### src/rtl/bcd_display_scanner.sv
// bcd_display_scanner: multiplexed 4-digit BCD scanner with per-slot blanking and frame-synchronous loads
module bcd_display_scanner #(
  parameter int REFRESH_DIV  = 50000,
  parameter int BLANK_CYCLES = 16
) (
  input  logic        Clock,
  input  logic        Reset,
  input  logic        Enable,
  input  logic        LZBlank,
  input  logic        LoadValid,
  input  logic [15:0] LoadValue,
  output logic        LoadReady,
  output logic [3:0]  BCDOut,
  output logic        DigitBlank,
  output logic [3:0]  DigitEnable,
  output logic        FrameStart
);
  localparam int CW = $clog2(REFRESH_DIV);
  localparam logic [CW-1:0] CNT_LAST  = CW'(REFRESH_DIV - 1);
  localparam logic [CW-1:0] BLANK_END = CW'(BLANK_CYCLES);
  typedef enum logic {BLANK, DRIVE} state_t;
  state_t state_q, state_d;
  logic [CW-1:0] cnt_q, cnt_d;
  logic [1:0] idx_q, idx_d;
  logic [15:0] disp_q, disp_d, pend_q, pend_d;
  logic pend_v_q, pend_v_d, run_q, lzb_q;
  logic [3:0] digit;
  logic lz, dark, wrap, commit, accept, go;
  // Outputs depend only on registers; run_q and lzb_q are registered copies of Enable and LZBlank
  always_comb begin
    digit = disp_q[{idx_q, 2'b00} +: 4];
    lz = lzb_q && (idx_q == 2'd3 ? disp_q[15:12] == 4'h0 :
                   idx_q == 2'd2 ? disp_q[15:8] == 8'h00 :
                   idx_q == 2'd1 ? disp_q[15:4] == 12'h000 : 1'b0);
    dark = !run_q || state_q == BLANK;
    BCDOut = digit;
    DigitBlank = dark || digit > 4'd9 || lz;
    DigitEnable = dark ? 4'hF : ~(4'b0001 << idx_q);
    FrameStart = run_q && cnt_q == '0 && idx_q == 2'd0;
    LoadReady = !pend_v_q;
  end
  // The first enabled edge only arms run_q, so the counter sits at 0 for one cycle to emit FrameStart
  always_comb begin
    go = Enable && run_q;
    wrap = cnt_q == CNT_LAST;
    cnt_d = go ? (wrap ? '0 : cnt_q + 1'b1) : '0;
    idx_d = go ? (wrap ? idx_q + 2'd1 : idx_q) : 2'd0;
    state_d = cnt_d < BLANK_END ? BLANK : DRIVE;
    commit = FrameStart && pend_v_q;
    accept = LoadValid && LoadReady;
    disp_d = commit ? pend_q : disp_q;
    pend_d = accept ? LoadValue : pend_q;
    pend_v_d = accept || (pend_v_q && !commit);
  end
  always_ff @(posedge Clock or posedge Reset) begin
    if (Reset) begin
      state_q <= BLANK;
      cnt_q <= '0;
      idx_q <= 2'd0;
      disp_q <= 16'h0000;
      pend_q <= 16'h0000;
      pend_v_q <= 1'b0;
      run_q <= 1'b0;
      lzb_q <= 1'b0;
    end else begin
      state_q <= state_d;
      cnt_q <= cnt_d;
      idx_q <= idx_d;
      disp_q <= disp_d;
      pend_q <= pend_d;
      pend_v_q <= pend_v_d;
      run_q <= Enable;
      lzb_q <= LZBlank;
    end
  end
endmodule

### config.mk
export PLATFORM = sky130hd
export DESIGN_NAME = bcd_display_scanner
export DESIGN_NICKNAME = d
export VERILOG_FILES = /design/src/rtl/bcd_display_scanner.sv
export SDC_FILE = /design/constraint.sdc
export NUM_CORES = 1
export LEC_CHECK = 0
export CORE_MARGIN = 1.5
export CORE_UTILIZATION = 54
export CTS_CLUSTER_DIAMETER = 50
export DETAILED_ROUTE_END_ITERATION = 8
export PLACE_DENSITY = 0.76
export SLEW_MARGIN = 20
export SYNTH_ARGS = -nofsm -noshare
export SYNTH_HDL_FRONTEND = slang
export SYNTH_SLANG_ARGS = --single-unit
### constraint.sdc
create_clock -name Clock -period 4.04 [get_ports Clock]
set_input_delay 0.808 -clock Clock [delete_from_list [all_inputs] [get_ports Clock]]
set_output_delay 0.808 -clock Clock [all_outputs]
set_load 0.005 [all_outputs]
==> out/metrics.csv <==
metric,value,unit
Compound-Gate Fraction of Synth Area,4.316,%
share of layout cells above drive strength 1,22.09,%
first-pass GRT wire length,8.328,mm
status,"complete, no violations",
xor and xnor fraction of the mapped netlist area,5.197,%
Routability Congestion,0.8441,
post-CTS resize count,0,
CTS Sinks,54,
vias per cell,5.623,
CP Max Fanout,8,
commonest cells in the netlist,"54 x dfrtp_1, 23 x mux2_2, 23 x nor2_1, 12 x nand3_1, 10 x xnor2_1",
post-synthesis average cell area,12.20,sq um
worst relative slew slack,39.28,%
CP max-delay cell,clkdlybuf4s50_1,
final hold violation count,0,
Sw Share,26.01,%
Synthesized Nets,248,
async set or reset register ratio after synthesis,100.0,%
Clock Skews,12.96,ps
Post-Route WL,5.054,mm
pwr dens,466.8,nW/um^2
Flop pwr share,53.1,%
htree depth,2,
R2R Path Start,idx_q[0]$_DFFE_PP0P_,
adder-cell share of the synthesized area,2.784,%
critical path's top delay family,simple AND/OR/NAND/NOR gates,
most frequent cell after synthesis,dfrtp_1,
Simple-Gate Fraction of Synth Area,15.08,%
antenna fix cells,0,
CTS Hold Buffers Added,0,
Final Cycle Share,82.06,%
mux contribution to synthesized area,18.70,%
CP endpoint,FrameStart,
worst-skew pair later-pin latency,310,ps
Synth Warn #,0,
Crit. Startpoint,idx_q[0]$_DFFE_PP0P_,
Num CTS Buffers,5,
fmax,301.7,MHz
Area Growth Syn to Fin,16.71,%
Post-CTS Setup Inserts,0,
# DRC,0,
clock slew at reported path FFs,100,ps
total number of vias,1777,
WP data arrival,2510,ps
IO buf count,31,
initial antenna violation count,0,
P_leak,1.309,nW
Worst Hold Class,reg -> reg,
Syn Inst Count,221,
"Worst Path Class, Setup",reg -> out,
drt first pass iters,4,
FILL cells,359,
largest net degree at the start of global routing,55,
"top cells by area, synth","dfrtp_1 50%, mux2_2 9.6%, mux2_4 5.0%, mux4_2 3.3%, xnor2_1 3.2%",
Final Max Slew Viols,0,
top cell type's share of synthesized area,50.12,%
Synth Flop Type,dfrtp_1,
vias in the first global route,1655,
reg2reg setup slack,1690,ps
unrepaired setup endpoints after global routing,no,
Worst R2R End,disp_q[5]$_DFFE_PP0P_,
full die area,5426,sq um
Core Rows,25,
DR WL/cell,15.99,microns
Worst-Margin Slew,909.8,ps
"critical path, cell by cell","inv_1, ha_1, nand4b_1, or3_4, nor4_4, clkdlybuf4s50_1",
Startpoint Class,flip-flop,
CTS Buffer Depth,2,
fin nets,275,
clock power share,25.1,%
#FFs+latches synth,54,
largest family of logic cells by synthesized area,multiplexers,
"Distinct cells, synth",44,
Starting Density,56.71,%
Worst Path Buf+Inv,2,
GR Util All Layers,20.61,%
"area leader, netlist",dfrtp_1,
Final ANT Viol Nets,0,
max-cap violation count,0,
P_int,1.087,mW
sequential-to-total area share from yosys stat,50.12,%
dpl hpwl,3.657,mm
io pins,32,
die height,73.66,microns
Final Power,1.469,mW
core area,4755,sq um
final worst path period need,3315,ps
CTS tree,yes,
CP Depth,6,
Die Wd,73.66,microns
initial drt markers,87,
Worst EP required,3230,ps
CP Capture Type,output port,
global route overflow,0,
dpl ws,1069,ps
Setup TNS,0,ps
final setup margin,725.0,ps
Post-Syn Area,2696,sq um
switching pwr,382.0,uW
"Largest stage delay, worst path",570,ps
Comb power frac,21.8,%
Final Setup Violations,0,
Root Driver,clkbuf_8,
R2R cell count,7,
"EDFF count, synth",0,
Peak supply drop,0.2723,mV
-- state kept, by name, indices dropped and copies added, names as in the netlist --
signal / flops
cnt_q: 16
disp_q: 16
pend_q: 16
idx_q: 2
lzb_q: 1
pend_v_q: 1
run_q: 1
state_q: 1
-- cell families (layout without fill, tap and decap cells) --
family | Yosys count | count (layout)
fa+ha+maj | 6 | 6
flops | 54 | 54
mux | 38 | 38
compound gates | 16 | 16
simple gates | 70 | 70
buf+inv | 21 | 49
xor+xnor | 16 | 16
-- per-stage QoR --
stage | hold WS, ps | std cells | utilization (%) | cell area, sq um
2_1_floorplan | 476.6 | 221 | - | 2696
3_3_place_gp | 488.6 | 308 | 63.71 | 3029
6_report | 515.8 | 316 | 66.18 | 3147
3_5_place_dp | 494.7 | 308 | 63.71 | 3029
5_1_grt | 540.0 | 316 | 66.18 | 3147
4_1_cts | 519.1 | 316 | 66.16 | 3146
-- power groups by stage --
stage / sequential [mW] / clock [mW] / combinational, mW
after global placement: 0.780 / 0 / 0.310
after CTS: 0.781 / 0.379 / 0.326
after detailed placement: 0.790 / 0 / 0.324
final: 0.779 / 0.369 / 0.321
after floorplan: 0.742 / 0 / 0.230
after global routing: 0.796 / 0.401 / 0.348
-- how the worst min path moves through the flow --
stage	slack (ps)	to	cells past startpoint	from
6_report	520	pend_q[8]$_DFFE_PP0P_	1	pend_q[8]$_DFFE_PP0P_
5_1_grt	540	disp_q[9]$_DFFE_PP0P_	1	pend_q[9]$_DFFE_PP0P_
4_1_cts	520	pend_q[8]$_DFFE_PP0P_	1	pend_q[8]$_DFFE_PP0P_
3_5_place_dp	490	pend_q[8]$_DFFE_PP0P_	1	pend_q[8]$_DFFE_PP0P_
3_3_place_gp	490	disp_q[12]$_DFFE_PP0P_	1	pend_q[12]$_DFFE_PP0P_
2_1_floorplan	480	disp_q[10]$_DFFE_PP0P_	1	pend_q[10]$_DFFE_PP0P_
-- cells in the final DEF (no fill, tap or decap), drive strengths merged, types with 4 or more instances in the layout --
cell and instances:
clkbuf 5, clkdlybuf4s50 31, dfrtp 54, ha 6
inv 9, mux2 32, mux4 4, nand2 9
nand3 12, nor2 23, nor4 7, xnor2 10
xor2 6
-- metal layers --
metal / track usage [%] / share of wire, % / up-vias
li1: - / - / 836
met1: 31.14 / 48 / 879
met2: 30.03 / 46 / 52
met3: 3.429 / 4.9 / 10
met4: 7.202 / 1.6 / 0
met5: 0 / 0 / -
-- final cells by class --
| cell class | instances | area (sq um) | share of cell area [%] |
|---|---|---|---|
| well taps | 67 | 83.83 | 2.664 |
| flip-flops and latches | 54 | 1351 | 42.94 |
| repair buffers | 32 | 317.8 | 10.10 |
| inverters | 9 | 35.03 | 1.113 |
| clock inverters | 3 | 47.55 | 1.511 |
| multi-input cells | 146 | 1242 | 39.48 |
| clock buffers | 5 | 68.82 | 2.187 |
(Power assumes the default switching activity.)
